### config.mk
export PLATFORM = sky130hd
export DESIGN_NAME = gf256_mul_engine
export DESIGN_NICKNAME = d
export VERILOG_FILES = /design/src/rtl/gf256_pkg.sv /design/src/rtl/gf256_mul_step.sv /design/src/rtl/gf256_mul_engine.sv
export SDC_FILE = /design/constraint.sdc
export NUM_CORES = 1
export LEC_CHECK = 0
export CORE_MARGIN = 2
export CORE_UTILIZATION = 40
export CTS_BUF_LIST = sky130_fd_sc_hd__clkbuf_4
export DETAILED_ROUTE_END_ITERATION = 7
export PLACE_DENSITY = 0.67
export SETUP_SLACK_MARGIN = 0.15
export SLEW_MARGIN = 20
export SYNTH_ARGS = -nofsm -noshare
export SYNTH_HDL_FRONTEND = slang
export SYNTH_SLANG_ARGS = --single-unit
### constraint.sdc
create_clock -name CLK -period 1.4 [get_ports CLK]
set_input_delay 0.28 -clock CLK [delete_from_list [all_inputs] [get_ports CLK]]
set_output_delay 0.28 -clock CLK [all_outputs]
set_load 0.01 [all_outputs]
### src/rtl/gf256_pkg.sv
// Shared types and helpers for the GF(2^8) multiply engine.
// Field arithmetic uses the low byte of the reduction polynomial; 0x11B is the AES field.
package gf256_pkg;

  localparam logic [7:0] AES_POLY_LO = 8'h1B;

  // Upper bound on lane count that lane_byte() can address.
  localparam int unsigned MaxLanes = 32;

  typedef logic [8*MaxLanes-1:0] lane_vec_t;

  typedef enum logic [1:0] {
    StIdle,
    StBusy,
    StDone
  } state_e;

  function automatic logic [7:0] xtime(input logic [7:0] b, input logic [7:0] poly);
    return {b[6:0], 1'b0} ^ (b[7] ? poly : 8'h00);
  endfunction

  function automatic logic [7:0] lane_byte(input lane_vec_t vec, input int unsigned idx);
    return vec[8*idx +: 8];
  endfunction

endpackage

### src/rtl/gf256_mul_step.sv
// One lane of the shift-and-add multiplier: applies Steps iterations combinationally.
module gf256_mul_step
  import gf256_pkg::*;
#(
  parameter int unsigned Steps = 2,
  parameter logic [7:0]  Poly  = AES_POLY_LO
) (
  input  logic [7:0] a_i,
  input  logic [7:0] b_i,
  input  logic [7:0] p_i,
  output logic [7:0] a_o,
  output logic [7:0] b_o,
  output logic [7:0] p_o
);

  always_comb begin
    a_o = a_i;
    b_o = b_i;
    p_o = p_i;
    for (int unsigned s = 0; s < Steps; s++) begin
      if (b_o[0]) p_o = p_o ^ a_o;
      a_o = xtime(a_o, Poly);
      b_o = b_o >> 1;
    end
  end

endmodule

### src/rtl/gf256_mul_engine.sv
// Multi-lane GF(2^8) multiplier with valid/ready handshake; STEPS_PER_CYCLE trades area
// for latency (8/STEPS_PER_CYCLE busy cycles per transaction).
module gf256_mul_engine
  import gf256_pkg::*;
#(
  parameter int unsigned LANES           = 4,
  parameter int unsigned STEPS_PER_CYCLE = 2,
  parameter logic [7:0]  POLY            = AES_POLY_LO
) (
  input  logic               CLK,
  input  logic               RST,
  input  logic               In_Valid,
  output logic               In_Ready,
  input  logic [8*LANES-1:0] In_A,
  input  logic [8*LANES-1:0] In_B,
  output logic               Out_Valid,
  input  logic               Out_Ready,
  output logic [8*LANES-1:0] Out_Data,
  output logic               Busy
);

  localparam int unsigned Iter = 8 / STEPS_PER_CYCLE;
  localparam int unsigned CntW = (Iter + 1 > 2) ? $clog2(Iter + 1) : 1;

  if (!(STEPS_PER_CYCLE inside {1, 2, 4, 8}) || LANES == 0 || LANES > MaxLanes) begin : g_bad_cfg
    $error("gf256_mul_engine: STEPS_PER_CYCLE must be 1/2/4/8 and LANES in 1..MaxLanes");
  end

  state_e              state_q, state_d;
  logic [CntW-1:0]     cnt_q, cnt_d;
  logic [8*LANES-1:0]  a_q, a_d, b_q, b_d, p_q, p_d;
  logic [8*LANES-1:0]  a_step, b_step, p_step;
  logic                accept;

  for (genvar i = 0; i < LANES; i++) begin : g_lane
    gf256_mul_step #(
      .Steps (STEPS_PER_CYCLE),
      .Poly  (POLY)
    ) u_step (
      .a_i (lane_byte(lane_vec_t'(a_q), i)),
      .b_i (lane_byte(lane_vec_t'(b_q), i)),
      .p_i (lane_byte(lane_vec_t'(p_q), i)),
      .a_o (a_step[8*i +: 8]),
      .b_o (b_step[8*i +: 8]),
      .p_o (p_step[8*i +: 8])
    );
  end

  // Ready never looks at In_*, so there is no combinational In_* -> Out_* path.
  assign In_Ready  = (state_q == StIdle) | ((state_q == StDone) & Out_Ready);
  assign accept    = In_Valid & In_Ready;
  assign Out_Valid = (state_q == StDone);
  assign Out_Data  = Out_Valid ? p_q : '0;
  assign Busy      = (state_q != StIdle);

  always_comb begin
    state_d = state_q;
    cnt_d   = cnt_q;
    a_d     = a_q;
    b_d     = b_q;
    p_d     = p_q;
    unique case (state_q)
      StIdle: ;
      StBusy: begin
        a_d   = a_step;
        b_d   = b_step;
        p_d   = p_step;
        cnt_d = cnt_q - CntW'(1);
        if (cnt_q == CntW'(1)) state_d = StDone;
      end
      StDone: begin
        if (Out_Ready) state_d = StIdle;
      end
      default: state_d = StIdle;
    endcase
    // A request taken while DONE retires the old result and starts the new one in one edge.
    if (accept) begin
      a_d     = In_A;
      b_d     = In_B;
      p_d     = '0;
      cnt_d   = CntW'(Iter);
      state_d = StBusy;
    end
  end

  always_ff @(posedge CLK) begin
    if (RST) begin
      state_q <= StIdle;
      cnt_q   <= '0;
      a_q     <= '0;
      b_q     <= '0;
      p_q     <= '0;
    end else begin
      state_q <= state_d;
      cnt_q   <= cnt_d;
      a_q     <= a_d;
      b_q     <= b_d;
      p_q     <= p_d;
    end
  end

endmodule

Word level (Yosys, flattened, before mapping):

Cells that the tools add are included.

* register bits: 101
* latch bits: 0
* memory bits (writable): 0
* memory bits (read-only): 0
* bits of input ports: 68
* output and inout bits: 35
* word-level logic and storage cells: 69
* memories kept: 0

* add/subtract/negate cells: 1
* $mul: 0
* div/mod/pow operators: 0
* order comparisons: 0
* eq/ne operators: 8
* shift operators: 0
* multiplexer cells: 27
* bitwise logic cells: 20
* reductions and logical operators: 6

Operator list (number)
* 32-bit 2-to-1 mux: 5
* 8-bit bitwise XOR: 16
* 8-bit 2-to-1 mux: 8
* 5-bit 2-to-1 mux: 8
* 3-bit 2-to-1 mux: 2
* 2-bit one-hot mux with 3 select lines: 1
* 3-bit AND reduction: 2
* 2-bit 2-to-1 mux: 2
* 2-bit != test, second input constant: 2
* 2-bit nonzero test: 2
* 3-bit by 1-bit == test with 1-bit output, second input constant: 1
* 3-bit by 1-bit != test with 1-bit output, second input constant: 1
* 3-bit != test, second input constant: 1
* 3-bit by 1-bit subtractor with 3-bit output, second input constant: 1
* 1-bit AND: 2
* 2-bit by 1-bit == test with 1-bit output, second input constant: 1
* 2-bit == test, second input constant: 1
* 2-bit zero test: 1
* 2-bit by 1-bit != test with 1-bit output, second input constant: 1
* 2-bit OR reduction: 1
* 1-bit 2-to-1 mux: 1
* 1-bit NOT: 1
* 1-bit OR: 1

Logic depth before layout (Yosys ltp):

Gate-level depths: netlist of run 1.

* depth in word-level cells: 6
* gate-level depth with buffers: 6
* mapped depth without buffers: 5

Cells and area by module:

From an unflattened synthesis of run 1, not the netlist that was laid out.

* cell total of the unflattened synthesis: 780
* area, all modules: 6103.4 um^2

By module, submodules not included
* gf256_mul_engine: times used 1, cells an instance 568, area an instance 4677.0 um^2, seq. area each 2021.9 um^2
* gf256_mul_step: times used 4, cells an instance 53, area an instance 356.6 um^2, seq. area each 0.0 um^2

Least setup slack after synthesis of run 1:

Ideal clock, no wire load.

* kind: reg2out
* from: register state_q[1]
* to: output Out_Data[22]
* data arrival time: 1.136 ns
* data required time: 1.120 ns
* setup slack: -0.016 ns
* cell stages (with the launch flop): 4
* buffers on the path: 1
* cell sequence: dfxtp_1 > nor2b_1 > clkbuf_1 > and2_1

* longest elaborated chain between the ends: 2

RTL lines
* from (decl): RTL line gf256_mul_engine.sv:29 `state_e state_q, state_d;`
* from (signal assigned): RTL line gf256_mul_engine.sv:88 `state_q <= StIdle;`
* from (signal assigned): RTL line gf256_mul_engine.sv:94 `state_q <= state_d;`
* 2-bit == test: RTL line gf256_mul_engine.sv:52 `assign Out_Valid = (state_q == StDone);`
* via Out_Valid: RTL line gf256_mul_engine.sv:16 `output logic Out_Valid,`
* 32-bit 2-to-1 mux: RTL line gf256_mul_engine.sv:53 `assign Out_Data = Out_Valid ? p_q : '0;`
* to (decl): RTL line gf256_mul_engine.sv:18 `output logic [8*LANES-1:0] Out_Data,`

The timed path passes the listed nets, and every way through them passes these cells.

Worst setup path in the final report of run 1:

* from: register state_q[1]
* to: output Out_Data[19]

* longest elaborated chain between the ends: 2

RTL lines (RTL line)
* 2-bit == test: gf256_mul_engine.sv:52
* 32-bit 2-to-1 mux: gf256_mul_engine.sv:53

No other way between the ends.

==> results of run 1 <==
## power by group
part / total (mW) / internal, mW / switching [mW]
Combinational: 2.50 / 1.41 / 1.09
Sequential: 3.28 / 3.05 / 0.235
Clock: 1.65 / 0.560 / 1.09
## logic make-up (layout without fill, tap and decap cells)
group / count (synthesis) / in the layout / share of synthesized area (%)
flip-flops: 101 / 101 / 39.3
AND/OR/NAND/NOR: 236 / 236 / 21.4
adder cells (fa/ha/maj): 2 / 2 / 0.487
XOR/XNOR: 46 / 46 / 7.84
buffers and inverters: 62 / 232 / 6.21
multiplexers: 12 / 12 / 2.34
AO/OA/AOI/OAI: 184 / 184 / 22.4
## registers in the layout, indices dropped and copies added, names as in the netlist
signal	flops
a_q	32
b_q	32
cnt_q	3
p_q	32
state_q	2
## layer usage
metal,GRT usage (%),vias to the layer above
met5,0,-
met1,30.7,2625
met3,5.79,67
met4,12.4,0
li1,-,2550
met2,44.9,222
## path summary, 6_finish.rpt
path              depth (start not counted)  slack, ps                    to                    start
setup / recovery                          5       -480          Out_Data[19]  state_q[1]$_SDFFE_PP0P_
hold reg to reg                           2        470  b_q[27]$_SDFFE_PP0P_     b_q[27]$_SDFFE_PP0P_
hold / removal                            3        290  b_q[24]$_SDFFE_PP0P_                      RST
setup reg to reg                         11       -420  a_q[14]$_SDFFE_PP0P_  state_q[1]$_SDFFE_PP0P_
## cell type report
cell class / instances / share of cell area (%)
Multi-Input combinational cell: 480 / 40.3
Timing Repair Buffer: 213 / 32.7
Tap cell: 172 / 2.42
Sequential cell: 101 / 22.8
Inverter: 4 / 0.169
Clock buffer: 10 / 0.846
Clock inverter: 5 / 0.705
## worst max-delay path, stage by stage, from the launching register on
cell and delay (ps):
sky130_fd_sc_hd__dfxtp_2 380, sky130_fd_sc_hd__nor2b_4 170, sky130_fd_sc_hd__buf_6 170, sky130_fd_sc_hd__clkbuf_16 150
sky130_fd_sc_hd__and2_4 130, sky130_fd_sc_hd__buf_6 90
## per-stage QoR
stage | instances | utilization [%] | power, mW | setup TNS (ps)
global placement | 897 | 51.8 | 4.53 | -32030
floorplan | 643 | - | 4.03 | 0
finish | 985 | 70.6 | 7.43 | -45270
CTS | 976 | 66.0 | 7.10 | -34710
detailed placement | 897 | 51.8 | 4.58 | -35610
global route | 985 | 70.6 | 7.67 | -51290
## repair_timing
item                                    in CTS  in global routing
endpoints found under the setup margin     136                136
cloned                                      26                  2
hold endpoints to repair                     0                  0
resized for setup                          323                123
pin swaps                                  136                 45
buffers inserted                            38                  7
## cell usage after synthesis (2+ instances only)
cell                       number
sky130_fd_sc_hd__nand2_1      128
sky130_fd_sc_hd__dfxtp_1      101
sky130_fd_sc_hd__a21oi_1       91
sky130_fd_sc_hd__a22oi_1       48
sky130_fd_sc_hd__and2_1        33
sky130_fd_sc_hd__xnor2_1       28
sky130_fd_sc_hd__buf_2         24
sky130_fd_sc_hd__clkbuf_1      22
sky130_fd_sc_hd__nand3_1       20
sky130_fd_sc_hd__o21ai_0       20
sky130_fd_sc_hd__or3_1         20
sky130_fd_sc_hd__xor2_1        18
sky130_fd_sc_hd__nand2b_1      15
sky130_fd_sc_hd__nor2_1        15
sky130_fd_sc_hd__a21o_1        13
sky130_fd_sc_hd__mux2i_1       12
sky130_fd_sc_hd__buf_6          5
sky130_fd_sc_hd__a221oi_2       4
sky130_fd_sc_hd__buf_4          4
sky130_fd_sc_hd__inv_1          4
sky130_fd_sc_hd__a311oi_1       3
sky130_fd_sc_hd__clkbuf_2       3
sky130_fd_sc_hd__ha_1           2
## layout by cell type (no fill, tap or decap), types with 3 or more instances in the layout
master | synthesis | final
sky130_fd_sc_hd__clkdlybuf4s50_1 | 0 | 66
sky130_fd_sc_hd__inv_1 | 4 | 4
sky130_fd_sc_hd__and2_4 | 0 | 32
sky130_fd_sc_hd__dfxtp_2 | 0 | 3
sky130_fd_sc_hd__xnor2_1 | 28 | 26
sky130_fd_sc_hd__nand2_1 | 128 | 101
sky130_fd_sc_hd__o21ai_1 | 0 | 8
sky130_fd_sc_hd__a21oi_2 | 1 | 43
sky130_fd_sc_hd__nand2b_4 | 0 | 11
sky130_fd_sc_hd__clkbuf_4 | 0 | 10
sky130_fd_sc_hd__xor2_1 | 18 | 18
sky130_fd_sc_hd__buf_6 | 5 | 69
sky130_fd_sc_hd__nand2_4 | 0 | 8
sky130_fd_sc_hd__mux2i_1 | 12 | 12
sky130_fd_sc_hd__buf_2 | 24 | 3
sky130_fd_sc_hd__a221oi_2 | 4 | 5
sky130_fd_sc_hd__o21ai_2 | 0 | 3
sky130_fd_sc_hd__o21ai_0 | 20 | 9
sky130_fd_sc_hd__nand2_2 | 0 | 19
sky130_fd_sc_hd__buf_4 | 4 | 20
sky130_fd_sc_hd__dfxtp_1 | 101 | 98
sky130_fd_sc_hd__or3_4 | 0 | 6
sky130_fd_sc_hd__a311oi_2 | 0 | 3
sky130_fd_sc_hd__a21o_1 | 13 | 13
sky130_fd_sc_hd__a22oi_2 | 0 | 46
sky130_fd_sc_hd__buf_16 | 0 | 25
sky130_fd_sc_hd__buf_12 | 0 | 25
sky130_fd_sc_hd__nand3_1 | 20 | 20
sky130_fd_sc_hd__or3_1 | 20 | 14
sky130_fd_sc_hd__nor2_1 | 15 | 14
sky130_fd_sc_hd__nand2b_1 | 15 | 4
sky130_fd_sc_hd__a21oi_1 | 91 | 48
==> out/summary.json, run 1 <==
{
  "synth_top_area_share_pct": 39.3,
  "post_synth_inst_count": 643,
  "worst_skew_pair.late_latency_ps": 510,
  "grt_antenna_before_repair": 0,
  "post_cts_hold_buffer_count": 0,
  "drc": 0,
  "drt-total-wl_um": 19200,
  "final-setup-viol-count": 136,
  "drive_above_1_share_pct": 43.4,
  "cap_viol_max_count": 0,
  "die_area_um2": 13800,
  "ys_types": 33,
  "place.port_buffers": 102,
  "cts_tree": "yes",
  "floorplan.io_pins": 103,
  "final.setup_skew_ps": 16.5,
  "synthTopCellsByArea": "sky130_fd_sc_hd__dfxtp_1, sky130_fd_sc_hd__nand2_1, sky130_fd_sc_hd__a21oi_1, sky130_fd_sc_hd__a22oi_1, sky130_fd_sc_hd__xnor2_1",
  "num-nets-final": 879,
  "fp.coreArea_um2": 12600,
  "initial_core_utilization_pct": 40.9,
  "detailed_router_iteration_count_before_antenna_repair": 5,
  "synth_seq_cells": 101,
  "per_instance_average_area_after_synthesis_um2": 7.99,
  "critPathRequiredTime_ps": 1120,
  "vdd_ir_drop_max_uv": 546,
  "synth_area_leader_cell": "sky130_fd_sc_hd__dfxtp_1",
  "worst_hold_path_type": "input port to flop",
  "detailed_place.area_um2": 6510,
  "max_freq_ghz": 0.531,
  "static-leakage-power_nw": 3.26,
  "worst_ep_arrival_time_ps": 1600,
  "chip_height_um": 117,
  "run_status": "complete, but fails checks",
  "global_route_wire_length_before_repair_um": 28600,
  "top_layer_used": "met4",
  "cts_max_level": 3,
  "seq_area_um2": 2030,
  "dr_wl_met2_um": 9730,
  "layout-area-overhead-vs-synth_pct": 72.7,
  "detailroute.via_count": 5464,
  "routed_via_density": 5.55,
  "fin_area_um2": 8880,
  "avgRoutedWirePerCell_um": 19.5,
  "grt_pass1_vias": 5495,
  "gpl.final_weighted_congestion": 0.876,
  "synth_sequential_area_ratio_pct": 39.3,
  "timing.hold.ws_ps": 291,
  "final_worst_path_period_share_pct": 134,
  "syn-num-nets": 713,
  "finalHoldViolCount": 0,
  "grt_overflow_total": 0,
  "cts_buffers": 9,
  "crit_path_max_fanout": 4,
  "dp_hpwl_um": 9480,
  "netlist_area_um2": 5140,
  "cts-root-to-sink-buffers": 2,
  "route.layer.met1.wl_um": 7550,
  "power.density_nw_per_um2": 837,
  "cp_launch_type": "flop",
  "post-route-worst-setup-slack_ps": -482,
  "nFillCells": 875,
  "unrepaired_setup_endpoints_after_global_routing": "yes",
  "grt_util_all_layers_pct": 26.1,
  "endpoint_kind": "output port",
  "cts.clk_slew.worst_paths_ps": 170,
  "dp_slack_ps": -412,
  "synth.yosys.warnings": 0,
  "max_slew_margin_pct": 71.6,
  "root_buffer": "sky130_fd_sc_hd__clkbuf_4",
  "drtIter0Drc": 345,
  "antennaDiodeCount": 0,
  "die_w_um": 117,
  "grt_max_degree": 49,
  "multi_input_comb_area_um2": 3580,
  "number_of_enable_flip_flop_cells_after_synthesis": 0,
  "ant_nets": 0,
  "ys_dominant_reg_cell": "sky130_fd_sc_hd__dfxtp_1",
  "timing_max_transition_violations_final": 0,
  "met3_length_um": 1180,
  "floorplan.rows": 41,
  "crit_type": "flop to output port",
  "async_flop_share_pct": 0,
  "failed_checks": "negative setup slack",
  "min_period_ps": 1880,
  "worst_pin_slew_ps": 426,
  "cts.sink_count": 101
}
Power figures use the tool's default switching activity.
==> inputs of run 2 (changes only) <==
CTS_BUF_LIST = sky130_fd_sc_hd__clkbuf_16   (was sky130_fd_sc_hd__clkbuf_4)
==> out/summary.json, run 2 (synthesized netlist as in run 1, its figures left out) <==
{
  "max_slew_margin": {"value": 69.0, "unit": "%", "change": "-2.6 points"},
  "avgRoutedWirePerCell": {"value": 20.6, "unit": "µm", "change": "+5.7%"},
  "grt_max_degree": {"value": 49, "change": "unchanged"},
  "vdd_ir_drop_max": {"value": 637, "unit": "µV", "change": "+17%"},
  "root_buffer": "sky130_fd_sc_hd__clkbuf_16",
  "hold-path-cell-count": {"value": 3, "change": "unchanged"},
  "reg2reg_depth": {"value": 11, "change": "unchanged"},
  "cts.sink_count": {"value": 101, "change": "unchanged"},
  "min_period": {"value": 1870, "unit": "ps", "change": "-16.4 ps"},
  "crit_type": "flop to output port",
  "detailroute.via_count": {"value": 5654, "change": "+3.5%"},
  "drt-total-wl": {"value": 20500, "unit": "µm", "change": "+6.3%"},
  "cts_max_level": {"value": 3, "change": "unchanged"},
  "grt_antenna_before_repair": {"value": 0, "change": "unchanged"},
  "ant_nets": {"value": 0, "change": "unchanged"},
  "drive_above_1_share": {"value": 43.3, "unit": "%", "change": "-0.074 points"},
  "dp_hpwl": {"value": 9480, "unit": "µm", "change": "unchanged"},
  "grt_pass1_vias": {"value": 5758, "change": "+4.8%"},
  "floorplan.rows": {"value": 41, "change": "unchanged"},
  "grt_util_all_layers": {"value": 28.6, "unit": "%", "change": "+2.6 points"},
  "drc": {"value": 0, "change": "unchanged"},
  "final_worst_path_period_share": {"value": 133, "unit": "%", "change": "-1.2 points"},
  "num-nets-final": {"value": 885, "change": "+0.68%"},
  "detailed_router_iteration_count_before_antenna_repair": {"value": 5, "change": "unchanged"},
  "final-setup-viol-count": {"value": 136, "change": "unchanged"},
  "cap_viol_max_count": {"value": 0, "change": "unchanged"},
  "mostFrequentLayoutCells": "sky130_fd_sc_hd__nand2_1, sky130_fd_sc_hd__dfxtp_1, sky130_fd_sc_hd__clkdlybuf4s50_1",
  "failed_checks": "negative setup slack",
  "worst_ep_arrival_time": {"value": 1590, "unit": "ps", "change": "about the same"},
  "final.setup_skew": {"value": 7.58, "unit": "ps", "change": "-8.96 ps"},
  "critPathRequiredTime": {"value": 1120, "unit": "ps", "change": "about the same"},
  "place.port_buffers": {"value": 102, "change": "unchanged"},
  "layout_commonest_cell": "sky130_fd_sc_hd__nand2_1",
  "crit_path_max_fanout": {"value": 8, "change": "+4"},
  "layout-area-overhead-vs-synth_pct": 78.7,
  "timing_max_transition_violations_final": {"value": 0, "change": "unchanged"},
  "cts.clk_slew.worst_paths": {"value": 70, "unit": "ps", "change": "-100 ps"},
  "gpl.final_weighted_congestion": {"value": 0.876, "change": "unchanged"},
  "endpoint_kind": "output port",
  "fin_util": {"value": 73.1, "unit": "%", "change": "+2.4 points"},
  "worst_skew_pair.late_latency": {"value": 350, "unit": "ps", "change": "-160 ps"},
  "global_route_wire_length_before_repair": {"value": 31100, "unit": "µm", "change": "+8.7%"},
  "die_area": {"value": 13800, "unit": "µm²", "change": "unchanged"},
  "unrepaired_setup_endpoints_after_global_routing": "yes",
  "r2r_slack": {"value": -460, "unit": "ps", "change": "-40 ps"},
  "initial_core_utilization": {"value": 40.9, "unit": "%", "change": "unchanged"},
  "cts_buffers": {"value": 9, "change": "unchanged"},
  "max_freq": {"value": 0.536, "unit": "GHz", "change": "+0.88%"},
  "fp.coreArea": {"value": 12600, "unit": "µm²", "change": "unchanged"},
  "finalHoldViolCount": {"value": 0, "change": "unchanged"},
  "post-route-worst-setup-slack": {"value": -465, "unit": "ps", "change": "+16.4 ps"},
  "static-leakage-power": {"value": 3.36, "unit": "nW", "change": "+3.2%"},
  "dp_slack": {"value": -412, "unit": "ps", "change": "unchanged"},
  "run_status": "complete, but fails checks",
  "power.density": {"value": 913, "unit": "nW/µm²", "change": "+9.1%"},
  "die_w": {"value": 117, "unit": "µm", "change": "unchanged"},
  "top_regs": "a_q (32), b_q (32), p_q (32)",
  "cp_launch_type": "flop",
  "worst_pin_slew": {"value": 465, "unit": "ps", "change": "+38.7 ps"},
  "chip_height": {"value": 117, "unit": "µm", "change": "unchanged"},
  "grt_overflow_total": {"value": 0, "change": "unchanged"},
  "cts-root-to-sink-buffers": {"value": 2, "change": "unchanged"},
  "nFillCells": {"value": 790, "change": "-9.7%"},
  "finalSetupTns": {"value": -46470, "unit": "ps", "change": "-1210 ps"},
  "cts_tree": "yes",
  "routed_via_density": {"value": 5.71, "change": "+2.9%"},
  "drtIter0Drc": {"value": 444, "change": "+29%"},
  "worst_hold_path_type": "input port to flop",
  "antennaDiodeCount": {"value": 0, "change": "unchanged"},
  "floorplan.io_pins": {"value": 103, "change": "unchanged"}
}
-- run 2: cell types whose count changed in the layout (fill, tap and decap cells not counted), sizes merged --
| cell | delta |
|---|---|
| inv | +1 |
| buf | +7 |
| clkbuf | -2 |
-- run 2: layout make-up --
class	instances	area [µm²]	area share, %
clock inverter	6	66.3	0.722
timing repair buffer	219	3010	32.8
sequential	101	2030	22.1
clock buffer	9	225	2.45
inverter	4	15.0	0.164
tap	172	215	2.34
multi-input combinational	480	3630	39.5
-- run 2: path summary, 6_finish.rpt --
kind | start | end
max reg2reg | state_q[1]$_SDFFE_PP0P_ | b_q[17]$_SDFFE_PP0P_
max | state_q[1]$_SDFFE_PP0P_ | Out_Data[14]
min reg2reg | b_q[11]$_SDFFE_PP0P_ | b_q[11]$_SDFFE_PP0P_
min | RST | a_q[1]$_SDFFE_PP0P_
-- run 2: per-stage QoR --
step / total power, mW / cells / cell area (µm²) / hold WS (ps)
finish: 8.38 / 991 / 9180 / 461
global route: 8.63 / 991 / 9180 / 460
CTS: 8.07 / 983 / 8720 / 418
detailed placement: 4.58 / 897 / 6510 / 446
global placement: 4.53 / 897 / 6510 / 441
floorplan: 4.03 / 643 / 5160 / 416
-- run 2: per-layer routing --
| layer | up-vias | part of all wire [%] | track usage, % | routed length, µm |
|---|---|---|---|---|
| met5 | - | 0 | 0 | 0 |
| met4 | 0 | 5.2 | 15.0 | 1060 |
| met3 | 96 | 6.6 | 5.98 | 1350 |
| met2 | 291 | 50 | 50.4 | 10300 |
| met1 | 2708 | 38 | 32.4 | 7730 |
| li1 | 2559 | - | - | - |
-- run 2: critical path, stage by stage, from the launching register on --
cell and delay, ps:
sky130_fd_sc_hd__dfxtp_2 350, sky130_fd_sc_hd__nor2b_4 270, sky130_fd_sc_hd__buf_6 170, sky130_fd_sc_hd__buf_12 100
sky130_fd_sc_hd__buf_16 120, sky130_fd_sc_hd__and2_4 140, sky130_fd_sc_hd__buf_6 90
-- run 2: timing repair --
item | CTS | global route
endpoints found under the setup margin | 135 | 136
setup buffers | 42 | 7
gates resized for setup | 357 | 84
hold buffers | 0 | 0
pin swaps | 118 | 35
gates cloned | 29 | 1
-- run 2: power by group --
group / internal, mW / switching (mW)
Clock: 1.38 / 1.16
Sequential: 3.04 / 0.246
Combinational: 1.42 / 1.13
==> patch 1 (config.mk and constraints of run 1) <==
The parameter `LANES` goes from 4 to 3.
--- a/src/rtl/gf256_mul_engine.sv
+++ b/src/rtl/gf256_mul_engine.sv
@@ -4,5 +4,5 @@
   import gf256_pkg::*;
 #(
-  parameter int unsigned LANES           = 4,
+  parameter int unsigned LANES           = 3,
   parameter int unsigned STEPS_PER_CYCLE = 2,
   parameter logic [7:0]  POLY            = AES_POLY_LO
Interface: changed (resized In_A, In_B and Out_Data); port bits go from 103 to 79. The function was not compared with the original's and may differ.
==> patch 1 against run 1 <==
- the flow still finishes with violations (negative setup slack)
- sequential cell count is 24 lower
- die area shrank 24%
- worst setup slack gained 0.11 ns
- critical path type unchanged
- cell area decreased by 24%
- routed wire length decreased by 24%
- non-clock buffer count decreased by 58
- total power down 21%
- area after synthesis is 24% lower
==> patch 1: results (changes against run 1) <==
routed_wl_um: 14700  # -24%
yosys.cell_types.count: 29  # -12%
drtIter0Drc: 272  # -21%
synth_sequential_area_ratio_pct: 39.68  # +0.34 points
finalSetupViolCount: 104  # -24%
p_leak_nw: 2.480  # -24%
ir_drop_uv: 544.8  # -0.21%
grtUsageTotal_pct: 24.99  # -1.1 points
fin_nets: 667  # -24%
syn_inst: 491  # -24%
cpPeakStageDelay_ns: 0.35  # -0.03 ns
critPathMaxFanout: 7  # +3
grt_max_degree: 32  # -35%
grt_pass1_vias: 4055  # -26%
status: "complete, but fails checks"
io_buffers: 78  # -24%
instances_no_fill: 747  # -24%
via_count: 4210  # -23%
setup_ws_ns: -0.3768  # +0.1051 ns
dp_hpwl_um: 7155  # -24%
nFillCells: 631  # -28%
synth_area_leaders: "dfxtp_1 (40%), nand2_1 (9.2%), a21oi_1 (8.8%)"
clkLatencyLatePin_ns: 0.45  # -0.06 ns
failed_checks: "negative setup slack"
clk_pin_slew_ns: 0.14  # -0.03 ns
place_inst: 682  # -24%
-- patch 1: changes by cell type in the layout (fill, tap and decap cells not counted), moves of 19 or more --
cell / before / now
nand2_1: 101 / 63
buf_6: 69 / 32
a21oi_1: 48 / 18
dfxtp_1: 98 / 70
a22oi_2: 46 / 27
and2_4: 32 / 13
-- patch 1: per-stage QoR --
stage | power, W | hold slack (ns) | util [%] | cell area, um2 | setup TNS [ns]
after CTS | 0.005441 | 0.2070 | 65.16 | 6078 | -12.14
final | 0.005859 | 0.2445 | 72.58 | 6770 | -20.87
after detailed placement | 0.003501 | 0.4487 | 53.36 | 4977 | -27.34
after global routing | 0.006070 | 0.2121 | 72.58 | 6770 | -25.09
after floorplan | 0.003075 | 0.4160 | - | 3934 | 0
after global placement | 0.003474 | 0.4428 | 53.36 | 4977 | -24.92
-- patch 1: path summary, 6_finish.rpt --
path                                 start           end  slack, ns  cells past startpoint
worst min-delay path                   RST       a_q[17]       0.24                      2
worst min register to register     p_q[12]       p_q[12]       0.48                      2
worst max-delay path            state_q[1]  Out_Data[22]      -0.38                      5
worst max register to register  state_q[0]       a_q[14]      -0.25                      8
-- patch 1: layout make-up --
cell class                 instances  area share (%)
inverter                           4          0.2218
tap                              129           2.384
clock inverter                     6          0.9240
clock buffer                      10           1.109
sequential                        77           22.93
timing repair buffer             155           29.35
multi-input combinational        366           43.08
-- patch 1: logic make-up after synthesis --
kind of cell / Yosys count / share of synthesized area, %
compound gates: 139 / 21.84
xor+xnor: 35 / 7.890
fa+ha+maj: 2 / 0.6440
buf+inv: 48 / 5.990
flops: 77 / 39.68
mux: 9 / 2.319
simple gates: 181 / 21.64
-- patch 1: critical path: cells and delay by family (launching register included) --
kind | cells | cell delay, ns
flip-flops | 1 | 0.35
AND/OR/NAND/NOR | 2 | 0.33
buffers and inverters | 3 | 0.35
-- patch 1: repair_timing --
item,in CTS,in global routing
setup endpoints to repair,103,104
pin swaps,55,59
resized for setup,237,129
hold endpoints to repair,0,0
cloned,12,2
buffers inserted,26,9
-- patch 1: where the power goes --
| part | switching (W) | internal, W | total, W |
|---|---|---|---|
| clock network | 0.000850 | 0.000563 | 0.00141 |
| logic | 0.000866 | 0.00105 | 0.00192 |
| registers | 0.000207 | 0.00232 | 0.00253 |
| total | 0.00192 | 0.00394 | 0.00586 |
-- patch 1: metal layers --
| layer | vias to the layer above | routed length, um | track usage (%) |
|---|---|---|---|
| li1 | 1938 | - | - |
| met1 | 2041 | 5610 | 30.25 |
| met2 | 178 | 7576 | 44.14 |
| met3 | 53 | 907 | 5.085 |
| met4 | 0 | 603 | 8.513 |
| met5 | - | 0 | 0 |
==> patch 2 (config.mk and constraints of run 1) <==
Made on the original files. Encoding of `state_e`: now one-hot (3 bits for 3 states).
--- a/src/rtl/gf256_pkg.sv
+++ b/src/rtl/gf256_pkg.sv
@@ -10,8 +10,8 @@
   typedef logic [8*MaxLanes-1:0] lane_vec_t;
 
-  typedef enum logic [1:0] {
-    StIdle,
-    StBusy,
-    StDone
+  typedef enum logic [2:0] {
+    StIdle = 3'b001,
+    StBusy = 3'b010,
+    StDone = 3'b100
   } state_e;
 
Check against the original RTL: same outputs for any inputs over 4 cycles, from zero or initial values and one cycle with RST high; so few cycles prove little.
==> patch 2 against run 1 <==
- the flow still finishes with violations (negative setup slack)
- cell count rose by 8.7%
- cell area is 4.1% higher
- sequential cell count up 1
- count of clock-buffer cells in the layout is 1 higher
- utilization fell by 1.2 points
- routed wire length rose by 13%
- synthesized cell count is 12% higher
- global-route usage fell by 1.7 points
- worst setup slack lost 0.13 ns
- sequential power up 1%
- total power decreased by 7.5%
- area after synthesis is 6.1% higher
- critical path type is now flop to flop
- largest power group unchanged
- highest routed layer unchanged
==> patch 2: results (changes against run 1) <==
antenna_found_initial: 0  # unchanged
synth_xor_area_share_pct: 7.389  # -0.45 points
p_leak_nw: 3.394  # +4.2%
cts_buffers: 9  # unchanged
critPathMaxFanout: 6  # +2
synthMuxAreaShare_pct: 2.203  # -0.13 points
finalSetupViolCount: 137  # +0.74%
cap_violations: 0  # unchanged
place_inst: 980  # +9.3%
cp_data_arrival_time_ns: 2.44  # +0.84 ns
finClkSkew_ns: 0.02493  # +0.008395 ns
synth_compound_area_share_pct: 17.76  # -4.6 points
slew_headroom_pct: 67.90  # -3.7 points
grtUsageTotal_pct: 24.34  # -1.7 points
ir_drop_uv: 438.6  # -20%
io_buffers: 102  # unchanged
nFillCells: 926  # +5.8%
synth_sequential_area_ratio_pct: 37.45  # -1.9 points
dp_hpwl_um: 10380  # +9.6%
clkLatencyLatePin_ns: 0.49  # -0.02 ns
synth_adder_area_share_pct: 0.4589  # -0.028 points
via_count: 6185  # +13%
synthTopCellsByCount: "nand2_1 (177), dfxtp_1 (102), a21oi_1 (64)"
syn_inst: 721  # +12%
place.gp.congestion: 0.9141  # +4.4%
routed_wl_um: 21720  # +13%
ys.flop_type: "dfxtp_1"
grt_pass1_vias: 5342  # -2.8%
setup_ws_ns: -0.6151  # -0.1332 ns
synth_area_leaders: "dfxtp_1 (37%), nand2_1 (12%), a21oi_1 (5.9%)"
grt_max_degree: 51  # +4.1%
drtIter0Drc: 603  # +75%
layout-drive-gt1-share_pct: 39.33  # -4.1 points
hp-class: "input port to flop"
yosys.cell_types.count: 38  # +15%
fin_nets: 960  # +9.2%
grt_pass1_wl_um: 27920  # -2.4%
failed_checks: "negative setup slack"
synth_nets: 791  # +11%
wl_per_cell_um: 20.28  # +3.8%
status: "complete, but fails checks"
patch 2: changes by cell type after synthesis, moves of 5 or more:
cell      change
nand2_1      +49
a22oi_1      -48
nor2_1       +45
a311oi_1     +33
a21oi_1      -27
clkbuf_1     +10
o211ai_1      +8
or3_1         +8
a21o_1        -5
o21ai_0       +5
xnor2_1       +5
xor2_1        -5
patch 2: worst max-delay path: stages (launching register included):
cell	delay, ns
dfxtp_2	0.37
buf_6	0.13
buf_6	0.11
buf_6	0.12
nor3b_4	0.31
buf_6	0.17
clkbuf_16	0.15
nor2_1	0.06
or3_1	0.39
a21oi_1	0.15
patch 2: worst paths after layout:
path	start	to	slack (ns)	depth (start not counted)
setup / recovery	state_q[0]	a_q[26]	-0.62	9
hold / removal	In_B[15]	b_q[15]	0.33	3
hold reg to reg	b_q[22]	b_q[22]	0.47	2
setup reg to reg	state_q[0]	a_q[26]	-0.62	9
patch 2: stage by stage:
step / cell area (um2) / util, % / hold WS, ns / setup TNS [ns] / setup slack, ns
3_3_place_gp: 6862 / 51.61 / 0.4492 / -49.21 / -0.4606
6_report: 9239 / 69.49 / 0.3252 / -64.89 / -0.6151
5_1_grt: 9239 / 69.49 / 0.3229 / -68.82 / -0.6011
4_1_cts: 7930 / 59.65 / 0.2934 / -51.50 / -0.5674
2_1_floorplan: 5624 / - / 0.4160 / -4.591 / -0.1262
3_5_place_dp: 6862 / 51.61 / 0.4604 / -53.10 / -0.5300
patch 2: layout make-up:
type                       count  area, um2  share of cell area (%)
sequential                   102       2048                   22.17
clock buffer                  11      82.58                  0.8938
inverter                       3      11.26                  0.1219
multi-input combinational    554       4025                   43.57
clock inverter                 5      26.28                  0.2844
tap                          176      220.2                   2.384
timing repair buffer         220       2825                   30.58
patch 2: per-layer routing:
metal  wire length (um)  up-vias  share of wire, %  GRT usage, %
li1                   -     2794                 -             -
met5                  0        -                 0             0
met4                863        0               4.0         8.358
met1               8551     2960                39         31.66
met2              10600      355                49         40.96
met3               1706       76               7.9         3.821
patch 2: power breakdown:
part / internal (W) / switching (W) / leakage (nW) / total, W
Combinational: 0.00113 / 0.000994 / 2.49 / 0.00212
Clock: 0.000394 / 0.00104 / 0.0657 / 0.00143
Sequential: 0.00308 / 0.000243 / 0.836 / 0.00332
Total: 0.00460 / 0.00227 / 3.39 / 0.00687
patch 2: timing repair:
| action | 4_1_cts | 5_1_grt |
|---|---|---|
| endpoints found under the setup margin | 136 | 137 |
| setup buffers | 21 | 18 |
| hold endpoints to repair | 0 | 0 |
| gates resized for setup | 231 | 238 |
| hold buffers | 0 | 0 |
| pin swaps | 37 | 72 |
| cloned | 27 | 9 |
